--- config.mk ---
export PLATFORM = sky130hd
export DESIGN_NAME = f_fetch_ctrl
export DESIGN_NICKNAME = d
export VERILOG_FILES = /design/src/rtl/f_fetch_ctrl.sv
export SDC_FILE = /design/constraint.sdc
export NUM_CORES = 1
export LEC_CHECK = 0
export CAP_MARGIN = 20
export CORE_MARGIN = 3
export CORE_UTILIZATION = 35
export DETAILED_ROUTE_END_ITERATION = 10
export PLACE_DENSITY = 0.7
export SETUP_SLACK_MARGIN = 0.4
export SLEW_MARGIN = 20
export SYNTH_ARGS = -nofsm -noshare
export SYNTH_HDL_FRONTEND = slang
export SYNTH_SLANG_ARGS = --single-unit
--- constraint.sdc ---
create_clock -name clk -period 2.85 [get_ports clk]
set_input_delay 0.4275 -clock clk [delete_from_list [all_inputs] [get_ports clk]]
set_output_delay 0.4275 -clock clk [all_outputs]
set_load 0.05 [all_outputs]
--- src/rtl/f_fetch_ctrl.sv ---
// F-stage fetch sequencer: issues imem requests at f_pc, buffers the returned word while D
// is stalled, and steers the PC register including delayed branch redirects.
module f_fetch_ctrl #(
    parameter logic [31:0] RESET_PC = 32'h0000_3000,
    parameter int unsigned MAX_WAIT = 8
) (
    input  logic        clk,
    input  logic        reset,
    input  logic [31:0] f_pc,
    input  logic        d_stall,
    input  logic        br_valid,
    input  logic [31:0] br_target,
    input  logic        imem_ack,
    input  logic [31:0] imem_rdata,
    output logic        imem_req,
    output logic [31:0] imem_addr,
    output logic [31:0] npc,
    output logic        pc_we,
    output logic [31:0] f_instr,
    output logic        f_instr_valid,
    output logic        redir_pending,
    output logic        imem_timeout,
    output logic        dbg_state
);

    localparam int unsigned WW = $clog2(MAX_WAIT + 1);
    localparam logic [WW-1:0] WAIT_MAX = WW'(MAX_WAIT);
    localparam logic [WW-1:0] WAIT_ONE = WW'(1);

    typedef enum logic {
        S_FETCH = 1'b0,
        S_HOLD  = 1'b1
    } state_t;

    state_t        state_q, state_d;
    logic [31:0]   buf_q, buf_d;
    logic          pend_q, pend_d;
    logic [31:0]   pend_tgt_q, pend_tgt_d;
    logic [WW-1:0] wait_q, wait_d;
    logic          tout_q, tout_d;

    logic          is_fetch;
    logic          avail;
    logic          accept;
    logic [31:0]   pc_plus4;

    // Handshake: imem_req stays high in FETCH until imem_ack; the word is consumed
    // by D in the ack cycle unless d_stall, in which case it parks in buf_q (HOLD).
    always_comb begin
        state_d       = state_q;
        buf_d         = buf_q;
        pend_d        = pend_q;
        pend_tgt_d    = pend_tgt_q;
        wait_d        = wait_q;
        tout_d        = tout_q;

        is_fetch      = (state_q == S_FETCH);
        avail         = (is_fetch && imem_ack) || !is_fetch;
        accept        = avail && !d_stall && !reset;
        pc_plus4      = f_pc + 32'd4;

        imem_req      = is_fetch && !reset;
        imem_addr     = f_pc;
        npc           = pc_plus4;
        pc_we         = 1'b0;
        f_instr       = 32'd0;
        f_instr_valid = 1'b0;

        if (accept) begin
            pc_we         = 1'b1;
            f_instr_valid = 1'b1;
            f_instr       = is_fetch ? imem_rdata : buf_q;
            npc           = br_valid ? br_target : (pend_q ? pend_tgt_q : pc_plus4);
            pend_d        = 1'b0;
            state_d       = S_FETCH;
        end else if (is_fetch && imem_ack && d_stall) begin
            buf_d   = imem_rdata;
            state_d = S_HOLD;
        end

        // Branch resolved before its delay slot arrived: remember the target.
        if (br_valid && !d_stall && !accept) begin
            pend_d     = 1'b1;
            pend_tgt_d = br_target;
        end

        if (is_fetch) begin
            if (imem_ack) begin
                wait_d = '0;
            end else if (wait_q == WAIT_MAX) begin
                tout_d = 1'b1;
            end else begin
                wait_d = wait_q + WAIT_ONE;
            end
        end
    end

    always_ff @(posedge clk or posedge reset) begin
        if (reset) begin
            state_q    <= S_FETCH;
            buf_q      <= 32'd0;
            pend_q     <= 1'b0;
            pend_tgt_q <= 32'd0;
            wait_q     <= '0;
            tout_q     <= 1'b0;
        end else begin
            state_q    <= state_d;
            buf_q      <= buf_d;
            pend_q     <= pend_d;
            pend_tgt_q <= pend_tgt_d;
            wait_q     <= wait_d;
            tout_q     <= tout_d;
        end
    end

    assign redir_pending = pend_q;
    assign imem_timeout  = tout_q;
    assign dbg_state     = state_q;

    // The PC register must come out of reset at the agreed boot address.
    a_reset_pc: assert property (@(posedge clk) $fell(reset) |-> (f_pc == RESET_PC));

endmodule
==> flow_summary.html <==
<table>
<tr><th>Metric</th><th>Value</th></tr>
<tr><th colspan="2">Die</th></tr>
<tr><td>Number of top-level pins</td><td>203</td></tr>
<tr><td>Die extent in x</td><td>124.7 um</td></tr>
<tr><td>Site row count</td><td>42</td></tr>
<tr><td>Die H</td><td>124.7 um</td></tr>
<tr><td>Initial core utilization</td><td>36.54%</td></tr>
<tr><td>Area of the placeable core</td><td>13510 um2</td></tr>
<tr><td>Area of the die</td><td>15560 um2</td></tr>
<tr><th colspan="2">Placement</th></tr>
<tr><td>Number of I/O port buffers</td><td>202</td></tr>
<tr><td>DP Area</td><td>7473 um2</td></tr>
<tr><td>Placed wire-length estimate</td><td>12420 um</td></tr>
<tr><td>Placed cell count</td><td>886</td></tr>
<tr><td>Worst setup slack before clock tree synthesis</td><td>-0.1317 ns</td></tr>
<tr><td>Routability congestion estimate</td><td>0.8769</td></tr>
<tr><th colspan="2">Timing</th></tr>
<tr><td>Total of endpoints with negative setup slack in the final report</td><td>0</td></tr>
<tr><td>Final period demand of the worst path</td><td>2.513 ns</td></tr>
<tr><td>Final Cycle Share</td><td>88.17%</td></tr>
<tr><td>Final hold slack</td><td>0.2444 ns</td></tr>
<tr><td>Unrepaired setup endpoints after global routing</td><td>yes</td></tr>
<tr><td>Worst max-slew margin expressed relative to the limit</td><td>65.40%</td></tr>
<tr><td>Max frequency</td><td>397.9 MHz</td></tr>
<tr><td>Worst clock skew on the final layout</td><td>0.008513 ns</td></tr>
<tr><td>Slew at the pin with the worst max-slew slack</td><td>0.5174 ns</td></tr>
<tr><td>Final count of pins violating max slew</td><td>0</td></tr>
<tr><td>Post-route setup slack</td><td>0.3370 ns</td></tr>
<tr><td>Sum Neg Setup Slack</td><td>0 ns</td></tr>
<tr><td>Final Hold Fails</td><td>0</td></tr>
<tr><th colspan="2">Clock network</th></tr>
<tr><td>H-tree levels</td><td>3</td></tr>
<tr><td>Buffer levels on the longest clock path</td><td>2</td></tr>
<tr><td>TritonCTS buffer count</td><td>9</td></tr>
<tr><td>Clock tree from TritonCTS</td><td>yes</td></tr>
<tr><td>Clock-pin slew on the worst setup and hold paths</td><td>0.06 ns</td></tr>
<tr><td>Worst-skew pair later-pin latency</td><td>0.33 ns</td></tr>
<tr><td>Clock root buffer</td><td>sky130_fd_sc_hd__clkbuf_16</td></tr>
<tr><td>Number of clock sinks</td><td>71</td></tr>
<tr><th colspan="2">Critical path</th></tr>
<tr><td>Slowest stage cell on the critical path</td><td>sky130_fd_sc_hd__or4_4</td></tr>
<tr><td>Reg-to-Reg End</td><td>buf_q[4]</td></tr>
<tr><td>Worst R2R Path Depth</td><td>5</td></tr>
<tr><td>Kind of critical path</td><td>reg -&gt; out</td></tr>
<tr><td>Start of the worst register-to-register path</td><td>dbg_state</td></tr>
<tr><td>List of cells traversed by the critical path</td><td>o21bai_4 -&gt; nor3_4 -&gt; buf_6 -&gt; or4_4 -&gt; o211ai_1 -&gt; buf_4</td></tr>
<tr><td>Capturing element type of the critical path</td><td>output port</td></tr>
<tr><td>Reg-to-reg slack, setup</td><td>1.03 ns</td></tr>
<tr><td>Highest fanout seen on the critical path</td><td>5</td></tr>
<tr><td>Crit path arrival time</td><td>2.09 ns</td></tr>
<tr><td>Data required time at the worst endpoint</td><td>2.42 ns</td></tr>
<tr><td>CP peak stage delay</td><td>0.51 ns</td></tr>
<tr><td>Category of the worst setup path launch point</td><td>flip-flop</td></tr>
<tr><th colspan="2">Layout</th></tr>
<tr><td>Final core area utilization</td><td>60.73%</td></tr>
<tr><td>Most common cell after layout, fill and taps aside</td><td>sky130_fd_sc_hd__buf_4</td></tr>
<tr><td>Count of nets after finishing</td><td>846</td></tr>
<tr><td>Diodes inserted</td><td>0</td></tr>
<tr><td>Area grow syn2layout</td><td>66.20%</td></tr>
<tr><td>Layout cells sized above 1</td><td>41.10%</td></tr>
<tr><td>Design area</td><td>8202 um2</td></tr>
<tr><td>Post-route insts no fill</td><td>923</td></tr>
<tr><td>Most used cells in the layout excluding fill and tap cells</td><td>sky130_fd_sc_hd__buf_4, sky130_fd_sc_hd__clkdlybuf4s50_1, sky130_fd_sc_hd__dfrtp_1</td></tr>
<tr><th colspan="2">Detailed routing</th></tr>
<tr><td>Number of DRC violations after detailed-routing iteration 0</td><td>347</td></tr>
<tr><td>DRC violation count after routing</td><td>0</td></tr>
<tr><td>Via total after detailed routing</td><td>5198</td></tr>
<tr><td>Average vias per placed instance</td><td>5.632</td></tr>
<tr><td>Count of nets left with antenna violations after detail routing</td><td>0</td></tr>
<tr><td>Final routed wire length divided by cell count</td><td>19.03 um</td></tr>
<tr><td>Routed wire length</td><td>17560 um</td></tr>
<tr><td>Detailed Routing Iterations Pass 1</td><td>5</td></tr>
<tr><th colspan="2">Logic synthesis</th></tr>
<tr><td>Distinct cell type count after synthesis</td><td>56</td></tr>
<tr><td>Ys flop type</td><td>sky130_fd_sc_hd__dfrtp_1</td></tr>
<tr><td>Number of synthesized register bits</td><td>71</td></tr>
<tr><td>Async set-reset flop share out of synthesis</td><td>100.0%</td></tr>
<tr><td>Total nets after synthesis</td><td>617</td></tr>
<tr><td>Sequential cell area fraction in the yosys report</td><td>36.00%</td></tr>
<tr><td>Number of flops mapped to enable cells by yosys</td><td>0</td></tr>
<tr><td>Mapped cell area</td><td>4935 um2</td></tr>
<tr><td>Synthesized instance count</td><td>513</td></tr>
<tr><td>Synthesized area per cell</td><td>9.619 um2</td></tr>
<tr><td>Yosys warning total</td><td>0</td></tr>
<tr><th colspan="2">Global route</th></tr>
<tr><td>Global-route wire length before repair</td><td>27330 um</td></tr>
<tr><td>Number of global-route vias before repair</td><td>5109</td></tr>
<tr><td>GR Overflow Total</td><td>0</td></tr>
<tr><td>Pin count of the biggest net entering global routing</td><td>72</td></tr>
<tr><td>Initial antenna violation count</td><td>2</td></tr>
<tr><td>Global router's overall resource usage</td><td>21.44%</td></tr>
<tr><th colspan="2">Power</th></tr>
<tr><td>Power per cell area</td><td>613.5 nW/um2</td></tr>
<tr><td>PnR Total Power</td><td>5.032 mW</td></tr>
<tr><td>Worst ir drop on vdd</td><td>445.4 uV</td></tr>
<tr><td>Total leakage power</td><td>3.509 nW</td></tr>
<tr><th colspan="2">Run</th></tr>
<tr><td>Max-Cap Viols</td><td>0</td></tr>
<tr><th colspan="2">Status</th></tr>
<tr><td>Run status</td><td>completed</td></tr>
<tr><th colspan="2">Min path</th></tr>
<tr><td>Class of the tightest hold or removal check</td><td>in -&gt; async</td></tr>
</table>
how the worst max path moves through the flow:
stage	startpoint	end	slack, ns	cells after the start
finish	dbg_state	npc[17]	0.34	6
global route	dbg_state	npc[17]	0.27	6
CTS	f_pc[13]	npc[26]	0.31	6
detailed placement	f_pc[2]	npc[26]	-0.13	7
global placement	f_pc[2]	npc[28]	-0.1	7
floorplan	dbg_state	npc[7]	0.30	8
registers in the layout, summed over array words and instances, names as in the netlist:
| name | cells |
|---|---|
| buf_q | 32 |
| pend_tgt_q | 32 |
| wait_q | 4 |
| dbg_state | 1 |
| imem_timeout | 1 |
| redir_pending | 1 |
Yosys cell counts, types with 7 or more instances:
master | n | area [um2]
sky130_fd_sc_hd__a22o_1 | 8 | 70.07
sky130_fd_sc_hd__nand3_1 | 21 | 105.1
sky130_fd_sc_hd__dfrtp_1 | 71 | 1777
sky130_fd_sc_hd__inv_1 | 10 | 37.54
sky130_fd_sc_hd__a21oi_1 | 11 | 55.05
sky130_fd_sc_hd__mux2i_1 | 34 | 340.3
sky130_fd_sc_hd__clkbuf_1 | 28 | 105.1
sky130_fd_sc_hd__o21ai_0 | 11 | 55.05
sky130_fd_sc_hd__nor2_1 | 49 | 183.9
sky130_fd_sc_hd__a22oi_1 | 8 | 60.06
sky130_fd_sc_hd__buf_4 | 33 | 247.7
sky130_fd_sc_hd__nand2_1 | 20 | 75.07
sky130_fd_sc_hd__xnor2_1 | 7 | 61.31
sky130_fd_sc_hd__o211ai_1 | 14 | 105.1
sky130_fd_sc_hd__mux2_2 | 65 | 732.0
sky130_fd_sc_hd__nor3_1 | 12 | 60.06
sky130_fd_sc_hd__o22ai_1 | 16 | 100.1
critical path, delay by kind of cell (launching register included):
kind / cells / cell delay [ns]
flops: 1 / 0.44
buf+inv: 2 / 0.39
compound gates: 2 / 0.34
simple gates: 2 / 0.59
power breakdown:
part	total, mW	internal (mW)	switching [mW]	leakage (nW)
clock network	1.13	0.697	0.437	0.144
logic	2.36	1.11	1.25	2.53
registers	1.54	1.35	0.195	0.833
total	5.03	3.15	1.88	3.51
metal layers:
metal  global-route usage (%)  share of wire (%)
met5                        0               0.15
met4                    6.576                2.1
met3                    4.202                7.3
met2                    36.77                 50
met1                    27.21                 40
logic make-up (layout without fill, tap and decap cells):
kind of cell	Yosys count	in the layout	share of synthesized area, %
fa+ha+maj	3	3	0.7607
flops	71	71	36.00
compound gates	105	105	15.47
simple gates	145	146	15.26
mux	99	99	21.73
buf+inv	81	314	9.178
xor+xnor	9	9	1.597
timing repair:
item,4_1_cts,5_1_grt
resized for setup,134,24
pin swaps,21,13
buffers inserted,15,4
setup endpoints to repair,36,34
cloned,2,0
hold buffers,0,0
area by class of cell:
| cell class | instances | area, um2 |
|---|---|---|
| tap | 176 | 220.2 |
| multi-input combinational | 362 | 3019 |
| clock inverter | 6 | 60.06 |
| clock buffer | 10 | 239.0 |
| fill | 1136 | 5304 |
| sequential | 71 | 1779 |
| timing repair buffer | 286 | 2826 |
| inverter | 12 | 57.56 |
Power figures use the tool's default switching activity.
